**src/rtl/reg_seq_pkg.sv**
```systemverilog
// Shared types for the register transfer sequencer.
// Register codes, opcode fields, FSM states, helpers.
package reg_seq_pkg;

  typedef enum logic [2:0] {
    A  = 3'd0,
    B  = 3'd1,
    C  = 3'd2,
    D  = 3'd3,
    M1 = 3'd4,
    M2 = 3'd5,
    X  = 3'd6,
    Y  = 3'd7
  } reg_code_e;

  localparam logic [1:0] OP_MOV8  = 2'b00;
  localparam logic [1:0] OP_SETAB = 2'b01;

  typedef enum logic [1:0] {
    IDLE = 2'd0,
    PRE  = 2'd1,
    LOAD = 2'd2,
    POST = 2'd3
  } seq_state_e;

  typedef enum logic [1:0] {
    K_MOV = 2'd0,
    K_SET = 2'd1,
    K_ILL = 2'd2
  } kind_e;

  function automatic logic [7:0] sext5to8(
    input logic [4:0] v
  );
    return {{3{v[4]}}, v};
  endfunction

endpackage

```
**src/rtl/reg_seq_decode.sv**
```systemverilog
// Combinational instruction decoder.
// Splits a byte into kind, one-hot src/dst, clr, imm.
module reg_seq_decode
  import reg_seq_pkg::*;
(
  input  logic [7:0] instr,
  output kind_e      kind,
  output logic [7:0] src,
  output logic [7:0] dst,
  output logic       clr,
  output logic [7:0] imm
);

  // Decode opcode field and operands.
  always_comb begin
    kind = K_ILL;
    src  = '0;
    dst  = '0;
    clr  = 1'b0;
    imm  = '0;
    unique case (1'b1)
      instr[7]: kind = K_ILL;
      (instr[7:6] == OP_MOV8): begin
        kind = K_MOV;
        src  = 8'b1 << instr[2:0];
        dst  = 8'b1 << instr[5:3];
        clr  = (instr[5:3] == instr[2:0]);
      end
      default: begin
        kind = K_SET;
        dst  = instr[5] ? 8'h02 : 8'h01;
        imm  = sext5to8(instr[4:0]);
      end
    endcase
  end

endmodule

```
**src/rtl/reg_transfer_sequencer.sv**
```systemverilog
// Break-before-make strobe sequencer.
// Drives select/load strobes for the register unit.
module reg_transfer_sequencer
  import reg_seq_pkg::*;
#(
  parameter int PRE_CYC  = 1,
  parameter int LD_CYC   = 2,
  parameter int POST_CYC = 1
) (
  input  logic       clk,
  input  logic       rst_n,
  input  logic       instr_valid,
  input  logic [7:0] instr,
  output logic       instr_ready,
  output logic [7:0] sel,
  output logic [7:0] ld,
  output logic       imm_drive,
  output logic [7:0] imm_data,
  output logic       busy,
  output logic       done,
  output logic       illegal
);

  localparam logic [2:0] PRE_N  = 3'(PRE_CYC - 1);
  localparam logic [2:0] LD_N   = 3'(LD_CYC - 1);
  localparam logic [2:0] POST_N = 3'(POST_CYC - 1);

  seq_state_e state, nstate;
  logic [2:0] cnt, ncnt;
  logic [7:0] ir;
  logic       accept;
  logic [7:0] dec_in;

  kind_e      kind;
  logic [7:0] src, dst, imm;
  logic       clr;

  logic       active;
  logic [7:0] nsel, nld, nimm;
  logic       ndrv, ndone, nill;

  assign accept = (state == IDLE) && instr_valid;
  assign dec_in = accept ? instr : ir;

  reg_seq_decode u_dec (
    .instr (dec_in),
    .kind  (kind),
    .src   (src),
    .dst   (dst),
    .clr   (clr),
    .imm   (imm)
  );

  // State, counter and instruction register.
  always_ff @(posedge clk) begin
    if (!rst_n) begin
      state <= IDLE;
      cnt   <= '0;
      ir    <= '0;
    end else begin
      state <= nstate;
      cnt   <= ncnt;
      if (accept) ir <= instr;
    end
  end

  // Next-state and counter reload.
  always_comb begin
    nstate = state;
    ncnt   = cnt;
    unique case (state)
      IDLE: begin
        if (instr_valid) begin
          nstate = PRE;
          ncnt   = PRE_N;
        end
      end
      PRE: begin
        if (kind == K_ILL) begin
          nstate = IDLE;
          ncnt   = '0;
        end else if (cnt == '0) begin
          nstate = LOAD;
          ncnt   = LD_N;
        end else begin
          ncnt = cnt - 3'd1;
        end
      end
      LOAD: begin
        if (cnt == '0) begin
          nstate = POST;
          ncnt   = POST_N;
        end else begin
          ncnt = cnt - 3'd1;
        end
      end
      POST: begin
        if (cnt == '0) begin
          nstate = IDLE;
          ncnt   = '0;
        end else begin
          ncnt = cnt - 3'd1;
        end
      end
      default: begin
        nstate = IDLE;
        ncnt   = '0;
      end
    endcase
  end

  // Output values for the coming cycle.
  always_comb begin
    active = (nstate != IDLE) && (kind != K_ILL);
    nsel   = '0;
    nld    = '0;
    nimm   = '0;
    ndrv   = 1'b0;
    if (active && kind == K_MOV && !clr)
      nsel = src;
    if (active && kind == K_SET) begin
      ndrv = 1'b1;
      nimm = imm;
    end
    if (nstate == LOAD)
      nld = dst;
    ndone = (nstate == POST) && (ncnt == '0);
    nill  = (nstate == PRE) && (kind == K_ILL);
  end

  // Registered outputs.
  always_ff @(posedge clk) begin
    if (!rst_n) begin
      sel         <= '0;
      ld          <= '0;
      imm_drive   <= 1'b0;
      imm_data    <= '0;
      busy        <= 1'b0;
      done        <= 1'b0;
      illegal     <= 1'b0;
      instr_ready <= 1'b1;
    end else begin
      sel         <= nsel;
      ld          <= nld;
      imm_drive   <= ndrv;
      imm_data    <= nimm;
      busy        <= (nstate != IDLE);
      done        <= ndone;
      illegal     <= nill;
      instr_ready <= (nstate == IDLE);
    end
  end

endmodule
```
**config.mk**
```make
export PLATFORM = sky130hd
export DESIGN_NAME = reg_transfer_sequencer
export DESIGN_NICKNAME = d
export VERILOG_FILES = /design/src/rtl/reg_seq_pkg.sv /design/src/rtl/reg_seq_decode.sv /design/src/rtl/reg_transfer_sequencer.sv
export SDC_FILE = /design/constraint.sdc
export NUM_CORES = 1
export LEC_CHECK = 0
export ABC_AREA = 1
export BUFFER_PORTS_ARGS = -buffer_cell sky130_fd_sc_hd__buf_2
export CORE_ASPECT_RATIO = 0.75
export CORE_MARGIN = 2
export CORE_UTILIZATION = 40
export CTS_CLUSTER_DIAMETER = 100
export DETAILED_ROUTE_END_ITERATION = 12
export SYNTH_ARGS = -nofsm -noshare
export SYNTH_HDL_FRONTEND = slang
export SYNTH_SLANG_ARGS = --single-unit
```
**constraint.sdc**
```tcl
create_clock -name clk -period 3.2 [get_ports clk]
set_input_delay 0.16 -clock clk [delete_from_list [all_inputs] [get_ports clk]]
set_output_delay 0.16 -clock clk [all_outputs]
set_load 0.01 [all_outputs]
```
Word-level counts from Yosys, hierarchy flattened
Index checks and enable logic that the tools add are counted.

Register bits: 39. Bits in latches: 0. Bits in writable memories: 0. Bits in read-only memories: 0. Input bits: 11. Word-level logic and storage cells: 62. Memories kept: 0.

Add/sub/neg operators: 1. $mul: 0. Divide/modulo/power cells: 0. $lt $le $gt $ge: 0. Equal/unequal tests: 10. Shifts and indexed selects: 2. Mux-type cells: 17. Bitwise logic cells: 2. Reductions and logical operators: 19.

Operators by type and width (number): $pmux W8 S2 (1); $shl A1 B3 Y8 const A (2); $mux W2 (6); $mux W3 (4); $eq A2 B2 Y1 const B (5); $pmux W3 S3 (1); $logic_not A2 Y1 (4); $mux W8 (1); $pmux W2 S4 (1); $logic_and A1 B1 Y1 (7); $eq A2 B1 Y1 const B (3); $logic_not A3 Y1 (2); $pmux W2 S2 (1); $reduce_or A4 Y1 (1); $eq A3 B3 Y1 (1); $reduce_and A3 Y1 (1); $sub A3 B1 Y3 const B (1); $mux W1 (2); $ne A2 B2 Y1 const B (1); $not A1 Y1 (2); $reduce_and A2 Y1 (1); $reduce_bool A2 Y1 (1); $reduce_or A2 Y1 (1); $logic_not A1 Y1 (1).

Depth between registers and ports, before layout
Gate-level depths: netlist (run 1).

Word-level depth: 13. Depth in mapped cells: 10. Mapped depth without buffers: 10.

By module
A second synthesis (run 1) with hierarchy kept.

Cells, all modules: 244. Area total of the unflattened synthesis: 1786.7 um^2.

By module, submodules not included: reg_transfer_sequencer (times used 1, cells an instance 183, area each 1539.0 um^2, seq. area each 840.8 um^2); reg_seq_decode (times used 1, cells an instance 61, area each 247.7 um^2, seq. area each 0.0 um^2).

Worst setup path before layout (run 1)
No wires, ideal clock.

Kind: register -> register. Start: register state[1]. End: register sel[0]. Setup time: 114 ps. Data arrival time: 1269 ps. Data required time: 3086 ps. Setup slack: 1817 ps. Cell stages (with the launch flop): 11. Path buffers: 1. Period minus slack after synthesis: 1383 ps. Cell sequence: dfxtp_1 > nor2_4 > nand2_4 > buf_8 > nand2_1 > nand2_2 > nand2_1 > nand2_1 > nand3_2 > nand4_2 > nor2_1.

Cells in the longest elaborated chain, start to end: 13. Elaborated cells on any way between the ends: 26.

RTL lines: from (decl) (RTL line reg_transfer_sequencer.sv:28) `seq_state_e state, nstate;`; from (signal assigned) (RTL line reg_transfer_sequencer.sv:61) `state <= nstate;`; $logic_not A2 Y1 (RTL line reg_transfer_sequencer.sv:42, reg_transfer_sequencer.sv:71); $logic_and A1 B1 Y1 (RTL line reg_transfer_sequencer.sv:42) `assign accept = (state == IDLE) && instr_valid;`; $mux W8; $logic_not A2 Y1 (RTL line reg_seq_decode.sv:23) `(instr[7:6] == OP_MOV8): begin`; $pmux W2 S2 (RTL line reg_seq_decode.sv:21) `unique case (1'b1)`; $eq A2 B2 Y1 (RTL line reg_transfer_sequencer.sv:79) `if (kind == K_ILL) begin`; $mux W2 (RTL line reg_transfer_sequencer.sv:79); $pmux W2 S4 (RTL line reg_transfer_sequencer.sv:71) `unique case (state)`; $reduce_bool A2 Y1 (RTL line reg_transfer_sequencer.sv:114) `active = (nstate != IDLE) && (kind != K_ILL);`; $logic_and A1 B1 Y1 (RTL line reg_transfer_sequencer.sv:114); $logic_and A1 B1 Y1 (2 in a row) (RTL line reg_transfer_sequencer.sv:119) `if (active && kind == K_MOV && !clr)`; $reduce_and A3 Y1 (no source line); to (signal assigned) (RTL line reg_transfer_sequencer.sv:143) `sel <= nsel;`; to (decl) (RTL line reg_transfer_sequencer.sv:15) `output logic [7:0] sel,`.

Several ways; a longest one is shown, not always the timed one. A chain may end at the register's enable or synchronous reset.

Final worst setup path (run 1)
Start: register state[1]. End: register sel[2].

The elaborated chain is that of the path after synthesis.

==> results of run 1 <==
==> report_power, final <==
| group | internal, mW | switching [mW] |
|---|---|---|
| combinational | 0.0794 | 0.179 |
| clock | 0.232 | 0.175 |
| sequential | 0.511 | 0.0136 |
| total | 0.823 | 0.368 |
==> cell usage after synthesis, drive strengths merged <==
master	n	area, µm²
dfxtp	39	781
buf	7	55.1
clkbuf	1	3.75
o21ai	6	41.3
nor3	5	25.0
nand4	4	43.8
a21oi	3	15.0
nor2	40	180
nand3	16	120
inv	30	113
nand2	59	287
a22oi	1	7.51
nand3b	6	45.0
==> metrics by stage <==
stage / setup WS [ns] / area (µm²) / total power [mW]
after floorplan: 1.82 / 1720 / 0.743
after global placement: 1.39 / 1920 / 0.792
after detailed placement: 1.35 / 1920 / 0.795
after CTS: 1.34 / 2030 / 1.20
after global routing: 1.12 / 2030 / 1.26
final: 1.36 / 2030 / 1.19
==> worst min-delay path by stage <==
stage / to / startpoint / slack, ns
floorplan: instr_ready / rst_n / 0.25
finish: illegal / instr[7] / 0.15
detailed placement: illegal / instr[7] / 0.46
CTS: illegal / instr[7] / 0.15
global placement: cnt[2] / cnt[2] / 0.46
global route: illegal / instr[7] / 0.17
==> metal layers <==
layer	global-route usage [%]	vias up
li1	-	738
met1	23.0	598
met2	22.9	37
met3	4.17	5
met4	7.39	0
met5	0	-
==> sequential cells by signal (all words and copies together), names as in the netlist <==
signal,flops
state,2
imm_data,5
ir,8
sel,8
ld,8
instr_ready,1
done,1
cnt,3
illegal,1
imm_drive,1
busy,1
==> area by class of cell <==
| class | count | area (µm²) |
|---|---|---|
| clock buffer | 5 | 68.8 |
| clock inverter | 3 | 43.8 |
| fill | 412 | 2040 |
| inverter | 30 | 113 |
| multi-input combinational | 140 | 764 |
| sequential | 39 | 781 |
| tap | 55 | 68.8 |
| timing repair buffer | 39 | 195 |
==> cells by family after synthesis <==
logic type | count (synthesis)
AND/OR/NAND/NOR | 130
flip-flops | 39
buffers and inverters | 38
AO/OA/AOI/OAI | 10
==> worst register-to-register path, stage by stage, from the launching register on <==
cell	delay [ns]
dfxtp_1	0.40
nor2_4	0.32
nand2_4	0.24
nand2_4	0.12
nand2_4	0.10
nand3_2	0.10
nand3_4	0.11
inv_2	0.09
nand2_4	0.08
nand4_2	0.12
nor2_1	0.06
==> cell usage in the layout, fill, tap and decap left out <==
cell type / count
buf_2: 39
nand3_2: 3
a21oi_1: 3
dfxtp_1: 39
nand3_1: 11
a22oi_1: 1
inv_2: 2
nor2_1: 36
clkinv_2: 1
bufinv_16: 1
nand2_1: 47
nand3_4: 2
o21ai_4: 1
nor3_1: 5
nand2_4: 7
nand3b_1: 6
o21ai_1: 1
o21ai_0: 4
nand2_2: 5
nand4_1: 1
nor2_4: 4
clkbuf_8: 5
nand4_2: 3
clkinv_4: 1
inv_1: 28
==> flow_summary.toml, run 1 <==
[status]
status = "complete, no violations"

[clock_tree]
clockBufferDepth = 2
cts_made_buffers = 5
root_buffer = "clkbuf_8"
ctsResizeCount = 0
clk_pin_slew_ns = 0.08
holdBufCountCts = 0
cts.sinks = 39
cts_tree = "done"
clk_latency_ns = 0.29
cts_max_level = 2
cts_setup_buffers = 0

[synthesis]
syn_inst = 217
synth_area_um2 = 1720
ys_ff_latch = 39
synth_top_family_by_area = "simple AND/OR/NAND/NOR gates"
yosys.area_share.simple_pct = 40.8
synth_fa_ha_area_share_pct = 0
ys_seq_area_share_pct = 45.5
synth.area.mux_share_pct = 0
synth_area_per_cell_um2 = 7.91
synth_compound_area_share_pct = 3.72
synth_xor_area_share_pct = 0
syn_nets = 228
yosysWarnings = 0
synth_cell_types = 24

[cells_and_area]
n_antenna_cell = 0
area_delta_synth_final_pct = 18.5
drive_above_1_share_pct = 28.9
final_core_util_pct = 49.9
finalNonFillerCells = 311
nNetsFinal = 266

[place]
dp_cells = 303
place_hpwl_mm = 2.58
finalWeightedCongestion = 0.929
numPortBuffers = 39

[worst_setup_path]
r2r_end = "sel[2]"
cp.depth = 10
arrival_ns = 2.03
required_ns = 3.39
worstSetupPathType = "reg2reg"
crit_buf_inv = 1
critPathMaxStageDelay_ns = 0.40
cp_cell_sequence = "nor2_4, nand2_4, nand2_4, nand2_4, nand3_2, nand3_4, inv_2, nand2_4, nand4_2, nor2_1"
r2r_setup_slack_ns = 1.36
reg2reg_from = "state[1]"
reg2reg_depth = 10
worstSetupEndpoint = "sel[2]"
critPathMaxFanout = 17
crit_path_top_delay_cell = "dfxtp_1"
cp_common_cell = "nand2_4"
start_kind = "flop"
crit_start = "state[1]"
critical-path-top-delay-family = "simple AND/OR/NAND/NOR gates"
cp-end-kind = "flop"

[global_route]
grt_max_degree = 18
grt_pass1_vias = 1235
grt_pass1_wl_mm = 5.77
grt_usage_pct = 16.1
grt_overflow = 0
antenna_found_initial = 0

[routing]
wl_per_cell_um = 11.2
drc = 0
wirelength_mm = 3.47
met2_length_mm = 1.42
drt_first_pass_iters = 4
wirelength_met1_mm = 1.83
via_per_inst = 4.43
vias = 1378
drtIter0Drc = 63
top_layer = "met4"
route.met3.wl_um = 176
detail-route-antenna-nets = 0

[floorplan]
die_width_um = 79.6
num_rows = 20
io_pins = 40
core_area_um2 = 4080
die-area_um2 = 4840
die_h_um = 60.7
start_util_pct = 42.1

[sta]
setup_viol = 0
skew_ns = 0.00588
finalSetupTns_ns = 0
slew_violations = 0
maxSlewHeadroom_pct = 69.1
period_minus_slack_ns = 1.84
max_freq_mhz = 544
holdWs_ns = 0.155
hold_violations = 0
worst_slew_pin_slew_ns = 0.463
rsz0062_at_grt = "false"
min_period_over_period_pct = 57.4

[worst_hold_path]
hold_class = "in2reg"
min_path_cells = 3

[flow_run]
drv_cap = 0

[power_and_ir_drop]
p_leak_nw = 1.05
ir_drop_uv = 297
power_density_nw_per_um2 = 585
Power figures use the tool's default switching activity.
==> run 2: changes to the inputs <==
==> constraint.sdc (replaced) <==
create_clock -name clk -period 1.7 [get_ports clk]
set_input_delay 0.085 -clock clk [delete_from_list [all_inputs] [get_ports clk]]
set_output_delay 0.085 -clock clk [all_outputs]
set_load 0.01 [all_outputs]
==> run 2 against run 1 <==
Compared with the run above:
- first-iteration DRC count unchanged
- largest cell class is now multi-input combinational cells
- critical path depth down 1
- final cell count up 2.3%
- die area unchanged
- setup slack worse by 1.2 ns
==> flow_summary.toml, run 2 (synthesis results as in run 1) <==
[status]
status = "complete, no violations"

[routing]
wl_per_cell_um = 11.2
detail-route-antenna-nets = 0
drtIter0Drc = 63
via_per_inst = 4.47
drt_first_pass_iters = 4
vias = 1421
wirelength_mm = 3.55
drc = 0

[sta]
skew_ns = 0.00728
max_freq_mhz = 641
finalSetupTns_ns = 0
maxSlewHeadroom_pct = 78.9
worst_slew_pin_slew_ns = 0.313
min_period_over_period_pct = 91.8
hold_violations = 0
rsz0062_at_grt = "false"
slew_violations = 0
period_minus_slack_ns = 1.56
setup_viol = 0

[flow_run]
drv_cap = 0

[clock_tree]
cts_made_buffers = 5
clockBufferDepth = 2
cts_max_level = 2
cts_tree = "done"
clk_latency_ns = 0.29
root_buffer = "clkbuf_8"
clk_pin_slew_ns = 0.08
cts.sinks = 39
cts_setup_buffers = 0

[worst_hold_path]
min_from = "instr[7]"
hold_class = "in2reg"

[floorplan]
start_util_pct = 42.1
die-area_um2 = 4840
die_width_um = 79.6
num_rows = 20
core_area_um2 = 4080
io_pins = 40
die_h_um = 60.7

[place]
numPortBuffers = 39
place_hpwl_mm = 2.67
finalWeightedCongestion = 0.875
placed_cell_area_um2 = 1970
dp_cells = 310

[cells_and_area]
multi_input_comb_area_um2 = 787
final_common_cell = "nand2_1"
n_antenna_cell = 0
regArea_um2 = 781
final_cell_mix = "nand2_1, dfxtp_1, buf_2"
nNetsFinal = 273
finalNonFillerCells = 318
drive_above_1_share_pct = 32.3
reg_top3 = "ir (8), ld (8), sel (8)"
final_area_um2 = 2100
fill_cells = 403
area_delta_synth_final_pct = 22.2

[power_and_ir_drop]
power_mw = 2.20
p_leak_nw = 1.08
power_density_nw_per_um2 = 1050
ir_drop_uv = 508

[worst_setup_path]
critPathMaxStageDelay_ns = 0.35
arrival_ns = 1.78
critPathMaxFanout = 17
required_ns = 1.92
crit_start = "state[1]"
reg2reg_from = "state[1]"
cp-end-kind = "flop"
crit_path_top_delay_cell = "dfxtp_1"
start_kind = "flop"
cp_cell_sequence = "nor2_4, nand2_8, nand2_4, nand2_4, nand3_2, nand3_4, nor2_4, nand4_2, nor2_1"
worstSetupPathType = "reg2reg"

[global_route]
antenna_found_initial = 0
grt_max_degree = 18
grt_pass1_vias = 1225
grt_overflow = 0
grt_usage_pct = 16.6
grt_pass1_wl_mm = 5.88
[run 2: critical path, delay by kind of cell (launching register included)]
| kind | cells | cell delay (ns) |
|---|---|---|
| flip-flops | 1 | 0.35 |
| AND/OR/NAND/NOR | 9 | 1.13 |
[run 2: routing by layer]
| metal | vias up | part of all wire [%] | GRT usage (%) |
|---|---|---|---|
| met5 | - | 0 | 0 |
| met4 | 0 | 2.1 | 9.11 |
| met3 | 7 | 6.7 | 4.91 |
| met2 | 45 | 39 | 20.8 |
| met1 | 614 | 52 | 25.0 |
| li1 | 755 | - | - |
[run 2: layout make-up]
cell class | count | area share, %
timing repair buffer | 46 | 11.8
inverter | 30 | 5.37
tap | 55 | 3.28
multi-input combinational | 140 | 37.5
clock buffer | 8 | 4.77
sequential | 39 | 37.2
[run 2: timing repair]
| item | CTS | global route |
|---|---|---|
| endpoints found under the setup margin | 0 | 6 |
| gates resized for setup | 0 | 6 |
| endpoints found under the hold margin | 0 | 0 |
| hold buffers | 0 | 0 |
[run 2: power by group]
part	internal (mW)	leakage (nW)	switching, mW
logic	0.180	0.708	0.351
registers	0.963	0.317	0.0217
clock network	0.370	0.0515	0.311
total	1.51	1.08	0.684
[run 2: final timing paths]
check                                to  slack, ns  cells past startpoint
worst max-delay path              ld[6]       0.14                      9
worst min-delay path            illegal       0.06                      3
worst max register to register    ld[6]       0.14                      9
worst min register to register   cnt[2]       0.48                      2
[run 2: stage by stage]
stage	utilization, %	setup WS [ns]	hold WS [ns]
after floorplan	-	0.317	0.173
after global placement	48.4	0.108	0.379
after detailed placement	48.4	0.121	0.365
after global routing	51.4	0.00817	0.0803
after CTS	50.9	0.0838	0.0568
final	51.4	0.140	0.0629
==> run 3: changes to the inputs <==
--- a/config.mk
+++ b/config.mk
@@ -10,8 +10,10 @@
 export CORE_ASPECT_RATIO = 0.75
 export CORE_MARGIN = 2
 export CORE_UTILIZATION = 40
+export CTS_BUF_LIST = sky130_fd_sc_hd__clkbuf_4 sky130_fd_sc_hd__clkbuf_8
 export CTS_CLUSTER_DIAMETER = 100
 export DETAILED_ROUTE_END_ITERATION = 12
+export SLEW_MARGIN = 20
 export SYNTH_ARGS = -nofsm -noshare
 export SYNTH_HDL_FRONTEND = slang
 export SYNTH_SLANG_ARGS = --single-unit
==> run 3 against run 2 <==
Compared with the run above:
- global-route usage increased by 0.059 points
- maximum frequency increased by 0.11%
- flip-flop and latch count unchanged
- sequential power about the same
- setup slack improved by 0.0018 ns
- final cell count unchanged
- die area unchanged
==> flow_summary.toml, run 3 (synthesis results as in run 1) <==
[routing]
drc = 0
vias = 1419
via_per_inst = 4.46
wl_per_cell_um = 11.2
wirelength_mm = 3.56
detail-route-antenna-nets = 0
drtIter0Drc = 61
drt_first_pass_iters = 4

[sta]
holdWs_ns = 0.0622
worst_slew_pin_slew_ns = 0.300
skew_ns = 0.00764
finalSetupTns_ns = 0
max_freq_mhz = 642
rsz0062_at_grt = "false"
slew_violations = 0
min_period_over_period_pct = 91.7
hold_violations = 0
period_minus_slack_ns = 1.56
maxSlewHeadroom_pct = 79.8
setup_viol = 0

[floorplan]
die_width_um = 79.6
io_pins = 40
die_h_um = 60.7
num_rows = 20
die-area_um2 = 4840
core_area_um2 = 4080
start_util_pct = 42.1

[clock_tree]
clk_latency_ns = 0.29
cts_tree = "done"
root_buffer = "clkbuf_8"
holdBufCountCts = 0
clockBufferDepth = 2
cts_made_buffers = 5
clk_pin_slew_ns = 0.08
cts.sinks = 39
cts_setup_buffers = 0
cts_max_level = 2

[worst_setup_path]
start_kind = "flop"
cp-end-kind = "flop"
arrival_ns = 1.78
required_ns = 1.92
cp_cell_sequence = "nor2_4, nand2_8, nand2_4, nand2_4, nand3_2, nand3_4, nor2_4, nand4_2, nor2_1"
worstSetupPathType = "reg2reg"
crit_path_top_delay_cell = "dfxtp_1"
critPathMaxStageDelay_ns = 0.35
critPathMaxFanout = 17

[power_and_ir_drop]
power_mw = 2.22
power_density_nw_per_um2 = 1050
p_leak_nw = 1.08
ir_drop_uv = 508

[cells_and_area]
area_delta_synth_final_pct = 22.4
regArea_um2 = 781
final_area_um2 = 2100
multi_input_comb_area_um2 = 787
nNetsFinal = 273
n_antenna_cell = 0
drive_above_1_share_pct = 32.7
fill_cells = 403
final_common_cell = "nand2_1"
final_cell_mix = "nand2_1, dfxtp_1, buf_2"
reg_top3 = "ir (8), ld (8), sel (8)"

[place]
place_hpwl_mm = 2.67
placed_cell_area_um2 = 1970
numPortBuffers = 39
finalWeightedCongestion = 0.875

[global_route]
grt_pass1_wl_mm = 5.90
grt_overflow = 0
antenna_found_initial = 0
grt_pass1_vias = 1233
grt_usage_pct = 16.7
grt_max_degree = 18

[worst_hold_path]
hold_class = "in2reg"

[flow_run]
drv_cap = 0

[status]
status = "complete, no violations"
==> run 3: cell counts in the layout (fill, tap and decap cells not counted) <==
No cell type changed its count.
==> run 3: final cells by class <==
| type | instances | area share, % |
|---|---|---|
| multi-input cells | 140 | 37.5 |
| flip-flops and latches | 39 | 37.2 |
| repair buffers | 46 | 11.8 |
| inverters | 30 | 5.36 |
| clock buffers | 8 | 4.94 |
| well taps | 55 | 3.28 |
==> run 3: per-stage QoR <==
stage / instances / setup WS (ns) / util (%)
floorplan: 217 / 0.317 / -
global placement: 310 / 0.108 / 48.4
detailed placement: 310 / 0.121 / 48.4
CTS: 318 / 0.0838 / 51.0
global route: 318 / 0.00817 / 51.5
finish: 318 / 0.142 / 51.5
==> run 3: metal layers <==
metal  vias up  routed length (µm)  global-route usage [%]
li1        755                   -                       -
met1       619                1890                    24.9
met2        38                1400                    21.1
met3         7                 198                    4.91
met4         0                  74                    9.11
met5         -                   0                       0
==> run 3: power breakdown <==
part / total [mW] / internal [mW] / switching (mW)
Clock: 0.700 / 0.386 / 0.314
Combinational: 0.531 / 0.180 / 0.351
Sequential: 0.985 / 0.963 / 0.0222
Total: 2.22 / 1.53 / 0.687
==> run 3: final timing paths <==
kind	start	end	slack (ns)	cells after the start
setup / recovery	state[1]	ld[6]	0.14	9
setup reg to reg	state[1]	ld[6]	0.14	9
hold / removal	instr[7]	illegal	0.06	3
hold reg to reg	cnt[2]	cnt[2]	0.48	2
==> run 3: timing repair <==
item,in CTS,in global routing
endpoints found under the setup margin,0,6
gates resized for setup,0,6
endpoints found under the hold margin,0,0
==> run 3: critical path, delay by kind of cell (launching register included) <==
kind,cells,cell delay (ns)
DFF,1,0.35
and+or+nand+nor,9,1.13
